<file path="config.mk">
export PLATFORM = sky130hd
export DESIGN_NAME = row_col_dec
export DESIGN_NICKNAME = d
export VERILOG_FILES = /design/src/rtl/row_col_dec.sv
export SDC_FILE = /design/constraint.sdc
export NUM_CORES = 1
export LEC_CHECK = 0
export CORE_MARGIN = 2
export CORE_UTILIZATION = 45
export CTS_CLUSTER_DIAMETER = 60
export DETAILED_ROUTE_END_ITERATION = 10
export PLACE_DENSITY_LB_ADDON = 0.1
export SLEW_MARGIN = 10
export SYNTH_ARGS = -nofsm -noshare
export SYNTH_HDL_FRONTEND = slang
export SYNTH_SLANG_ARGS = --single-unit
</file>
<file path="constraint.sdc">
create_clock -name clk -period 2.55 [get_ports clk]
set_input_delay 0.3825 -clock clk [delete_from_list [all_inputs] [get_ports clk]]
set_output_delay 0.3825 -clock clk [all_outputs]
set_load 0.005 [all_outputs]
</file>
<file path="src/rtl/row_col_dec.sv">
// Inverse of the DCO capacitor-bank row/column coder: rebuilds the tuning word from
// r_all/row/col by scanning one index per cycle, and flags illegal select patterns.
module row_col_dec #(
   parameter int WORD_W = 8,
   parameter int ROW_W  = 4,
   parameter int SIZE   = 1 << ROW_W,
   parameter int CNT_W  = 8
) (
   input  logic              clk,
   input  logic              rst,
   input  logic              en,
   input  logic [SIZE-1:0]   r_all,
   input  logic [SIZE-1:0]   row,
   input  logic [SIZE-1:0]   col,
   output logic              busy,
   output logic              valid,
   output logic [WORD_W-1:0] word,
   output logic              err,
   output logic [CNT_W-1:0]  err_cnt,
   output logic [1:0]        dbg_state
);

   // Handshake: en is a start request honoured only in IDLE (never queued); valid is a
   // one-cycle completion pulse with no backpressure, word/err/err_cnt are stable outside it.
   typedef enum logic [1:0] {IDLE = 2'd0, SCAN = 2'd1, DONE = 2'd2} state_t;

   localparam int CW = ROW_W + 1;
   localparam logic [CW-1:0] SIZE_C = CW'(SIZE);

   state_t              state_q;
   logic [SIZE-1:0]     ra_q, row_q, col_q;
   logic [ROW_W-1:0]    idx_q;
   logic [CW-1:0]       zcnt_q, ccnt_q, ridx_q;
   logic [1:0]          rcnt_q;
   logic                one_seen_q, therm_bad_q, rise_q, fall_q;
   logic                busy_q, valid_q, err_q;
   logic [WORD_W-1:0]   word_q;
   logic [CNT_W-1:0]    err_cnt_q;

   logic                ra_bit, row_bit, col_bit, col_prev, is_last, r_odd, dec_err;
   logic [SIZE-1:0]     col_prev_vec;
   logic [WORD_W-1:0]   dec_word;

   always_comb begin
      ra_bit       = ra_q[idx_q];
      row_bit      = row_q[idx_q];
      col_bit      = col_q[idx_q];
      col_prev_vec = {col_q[SIZE-2:0], 1'b0};
      col_prev     = col_prev_vec[idx_q];
      is_last      = (idx_q == ROW_W'(SIZE - 1));
      r_odd        = zcnt_q[0];
      // Even rows fill columns upward (no 0->1 step), odd rows downward (no 1->0 step).
      dec_err      = therm_bad_q | (zcnt_q == SIZE_C) | (rcnt_q != 2'd1) |
                     (ridx_q != zcnt_q) | (ccnt_q == SIZE_C) |
                     (!r_odd & rise_q) | (r_odd & fall_q);
      dec_word     = WORD_W'({zcnt_q[ROW_W-1:0], ccnt_q[ROW_W-1:0]});
   end

   always_ff @(posedge clk or negedge rst) begin
      if (!rst) begin
         state_q     <= IDLE;
         ra_q        <= '0;
         row_q       <= '0;
         col_q       <= '0;
         idx_q       <= '0;
         zcnt_q      <= '0;
         ccnt_q      <= '0;
         ridx_q      <= '0;
         rcnt_q      <= '0;
         one_seen_q  <= 1'b0;
         therm_bad_q <= 1'b0;
         rise_q      <= 1'b0;
         fall_q      <= 1'b0;
         busy_q      <= 1'b0;
         valid_q     <= 1'b0;
         err_q       <= 1'b0;
         word_q      <= WORD_W'(1) << (WORD_W - 1);
         err_cnt_q   <= '0;
      end else begin
         valid_q <= 1'b0;
         case (state_q)
            IDLE: begin
               if (en) begin
                  ra_q        <= r_all;
                  row_q       <= row;
                  col_q       <= col;
                  idx_q       <= '0;
                  zcnt_q      <= '0;
                  ccnt_q      <= '0;
                  ridx_q      <= '0;
                  rcnt_q      <= '0;
                  one_seen_q  <= 1'b0;
                  therm_bad_q <= 1'b0;
                  rise_q      <= 1'b0;
                  fall_q      <= 1'b0;
                  busy_q      <= 1'b1;
                  state_q     <= SCAN;
               end
            end
            SCAN: begin
               if (!ra_bit) zcnt_q <= zcnt_q + 1'b1;
               if (!ra_bit && one_seen_q) therm_bad_q <= 1'b1;
               if (ra_bit) one_seen_q <= 1'b1;
               if (row_bit) begin
                  if (rcnt_q != 2'd2) rcnt_q <= rcnt_q + 1'b1;
                  ridx_q <= {1'b0, idx_q};
               end
               if (col_bit) ccnt_q <= ccnt_q + 1'b1;
               if (col_bit && !col_prev && (idx_q != '0)) rise_q <= 1'b1;
               if (!col_bit && col_prev) fall_q <= 1'b1;
               idx_q <= idx_q + 1'b1;
               if (is_last) state_q <= DONE;
            end
            DONE: begin
               err_q <= dec_err;
               if (!dec_err) word_q <= dec_word;
               else if (err_cnt_q != '1) err_cnt_q <= err_cnt_q + 1'b1;
               valid_q <= 1'b1;
               busy_q  <= 1'b0;
               state_q <= IDLE;
            end
            default: state_q <= IDLE;
         endcase
      end
   end

   assign busy      = busy_q;
   assign valid     = valid_q;
   assign word      = word_q;
   assign err       = err_q;
   assign err_cnt   = err_cnt_q;
   assign dbg_state = state_q;

endmodule

</file>
==> flow_summary.rst <==
.. list-table::
   :header-rows: 1

   * - Metric
     - Value
   * - Outcome
     - completed
   * - Cell total after placement
     - 643
   * - Max H-tree Level
     - 3
   * - Endpoints failing setup
     - 0
   * - Initial cell density of the core
     - 0.461
   * - Avg WL per Cell
     - 14.2 um
   * - Maximum root-to-sink buffer count
     - 2
   * - Placed cell areas
     - 5350 um2
   * - Leakage power of the design
     - 2.64 nW
   * - PD cells
     - 1040 nW/um2
   * - Number of instances resized during post-cts repair
     - 0
   * - Final non-filler cell area
     - 5560 um2
   * - Clock tree from TritonCTS
     - built
   * - Post-cts hold buffer count
     - 0
   * - Pin count of the biggest net entering global routing
     - 43
   * - Final Skew
     - 0.00913 ns
   * - Synthesized flop and latch total
     - 93
   * - IO Pins
     - 72
   * - Number of remaining DRC errors
     - 0
   * - Worst-Skew Late Latency
     - 0.36 ns
   * - Standard-cell row count
     - 36
   * - Pins over their slew limit
     - 0
   * - Post-synthesis sequential area ratio
     - 0.522
   * - Max IR drop VDD
     - 0.385 mV
   * - Slew at the pin with the worst max-slew slack
     - 0.597 ns
   * - GRT Resource Usage Total
     - 0.182
   * - Height of the chip
     - 104 um
   * - Setup repair after global routing missed its margin
     - false
   * - Root Buffer
     - sky130_fd_sc_hd__clkbuf_8
   * - Ys Warns
     - 0
   * - Average cell area after synthesis
     - 9.90 um2
   * - Maxcap violations
     - 0
   * - Die X
     - 104 um
   * - Remaining number of nets flagged by the antenna check after routing
     - 0
   * - Relative slew slack
     - 0.602
   * - Most common cell after layout, fill and taps aside
     - sky130_fd_sc_hd__nand2_1
   * - Net count of the mapped netlist
     - 511
   * - Post-synth ARST share
     - 1.00
   * - Number of global-route vias before repair
     - 3478
   * - Total die area
     - 10700 um2
   * - Wire length of the first global-routing pass
     - 16000 um
   * - Final cell count without fillers
     - 659
   * - Worst Setup Path Type
     - flop to flop
   * - Overflow left after global routing
     - 0
   * - Data arrival time at the worst-slack endpoint
     - 2.63 ns
   * - Number of buffers added for setup after CTS
     - 0
   * - Number of antenna cells inserted
     - 0
   * - Highest-count cells in the layout ignoring fill and taps
     - sky130_fd_sc_hd__nand2_1 (175), sky130_fd_sc_hd__dfrtp_1 (92), sky130_fd_sc_hd__clkdlybuf4s50_1 (70)
   * - Synthesized area
     - 4460 um2
   * - Post-Route Setup TNS
     - 0 ns
   * - Drt pass-1 iters
     - 4
   * - Portion of the clock cycle consumed by the worst path in the final layout
     - 0.924
   * - Post-layout total power
     - 5.78 mW
   * - Clock Sink Count
     - 93
   * - Number of input and output port buffers inserted
     - 71
   * - DR iter-0 viols
     - 169
   * - Final setup slack of the worst path
     - 0.194 ns
   * - Routed vias/inst
     - 5.13
   * - CP Capture Type
     - flop
   * - Final Critical Period
     - 2.36 ns
   * - Global placement routability congestion
     - 0.835
   * - Number of enable-type register cells in the synthesized netlist
     - 0
   * - Gate Count Post-Synth
     - 451
   * - Fraction of layout cells with a size suffix above 1
     - 0.106
   * - Startpoint Class
     - flop
   * - Crit path max fanout
     - 12
   * - Top FF cell, synth
     - sky130_fd_sc_hd__dfrtp_1
   * - Final count of hold timing violations
     - 0
   * - CTS clock-pin slew for the worst setup and hold paths
     - 0.09 ns
   * - Worst slack after detailed placement
     - 0.227 ns
   * - Core ar.
     - 9680 um2
   * - Data required time of the critical path
     - 2.83 ns
   * - Via count
     - 3380
   * - HPWL after DPL
     - 6750 um
   * - Count of distinct cell types in the synthesized netlist
     - 44
   * - Area added between synthesis and finish
     - 24.5%
   * - Achievable frequency
     - 0.424 GHz
   * - Total number of nets in the final design
     - 581
   * - Cts bufs inserted
     - 9
   * - Worst hold path type
     - input port to async pin
   * - Initial antenna violation count
     - 0
   * - Final routed wirelength across all metal layers
     - 9370 um
-- worst max-delay path: stages, from the launching register on --
cell and delay [ns]:
sky130_fd_sc_hd__dfrtp_1 0.46, sky130_fd_sc_hd__buf_4 0.28, sky130_fd_sc_hd__mux4_1 0.60, sky130_fd_sc_hd__o32a_1 0.19
sky130_fd_sc_hd__o31a_1 0.21, sky130_fd_sc_hd__or3_1 0.38, sky130_fd_sc_hd__a21oi_1 0.15
-- through the flow --
step / hold slack [ns] / utilization
2_1_floorplan: 0.0869 / -
3_3_place_gp: 0.410 / 0.553
3_5_place_dp: 0.409 / 0.553
4_1_cts: 0.0196 / 0.573
5_1_grt: 0.0560 / 0.574
6_report: 0.00898 / 0.574
-- path summary, 6_finish.rpt --
path,cells after the start,from,slack (ns),end
max,6,idx_q[0],0.19,zcnt_q[4]
min,1,rst,0.009,err_cnt[5]
max reg2reg,6,idx_q[0],0.19,zcnt_q[4]
min reg2reg,2,row_q[4],0.48,row_q[4]
max in group asynchronous,2,rst,1.88,zcnt_q[4]
min in group clk,2,row_q[4],0.48,row_q[4]
-- state kept, by name, summed over array words and instances (netlist names), 2 cells and up --
name / cells
word: 8
zcnt_q: 5
ccnt_q: 5
ridx_q: 4
col_q: 16
idx_q: 4
dbg_state: 2
err_cnt: 8
rcnt_q: 2
row_q: 16
ra_q: 16
-- synthesized netlist by cell type (all sizes together), types with 3 or more instances --
cell    number  share of area
o211ai       3         0.0050
o31ai        5         0.0084
nand3       13          0.015
o21ai       14          0.016
dfrtp       92           0.52
nor3         3         0.0034
inv         11         0.0092
nor2        10         0.0084
nand4        5         0.0070
mux2i       12          0.027
mux4        12          0.065
and3         4         0.0056
mux2        14          0.035
nand2      176           0.15
buf          5         0.0095
xnor2        6          0.012
nor2b        3         0.0042
clkbuf      21          0.018
ha           9          0.025
nand2b       3         0.0042
xor2         4         0.0078
-- cell type report --
class | count | area, um2
Timing Repair Buffer | 85 | 838
Tap cell | 133 | 166
Sequential cell | 93 | 2330
Clock buffer | 11 | 141
Inverter | 12 | 45.0
Clock inverter | 5 | 60.1
Multi-Input combinational cell | 320 | 1980
Fill cell | 878 | 4130
-- kinds of logic (layout without fill, tap and decap cells) --
kind of cell | Yosys count | in the layout | synth area share
flops | 93 | 93 | 0.522
simple gates | 226 | 226 | 0.212
mux | 38 | 38 | 0.127
xor+xnor | 10 | 10 | 0.0196
fa+ha+maj | 9 | 9 | 0.0252
buf+inv | 38 | 113 | 0.0373
compound gates | 37 | 37 | 0.0577
-- metal layers --
metal | part of all wire | vias up | routed length (um) | GRT usage
met5 | 0 | - | 0 | 0
met4 | 0.016 | 0 | 153 | 0.0627
met3 | 0.038 | 11 | 356 | 0.0227
met2 | 0.49 | 91 | 4620 | 0.321
met1 | 0.45 | 1629 | 4240 | 0.234
li1 | - | 1649 | - | -
-- report_power, final --
| part | internal, mW | switching [mW] | leakage (nW) |
|---|---|---|---|
| logic | 1.14 | 1.17 | 1.39 |
| clock network | 0.480 | 0.519 | 0.0878 |
| registers | 2.02 | 0.463 | 1.17 |
| total | 3.63 | 2.15 | 2.64 |
Note: power is estimated with default switching activity, not from simulation.
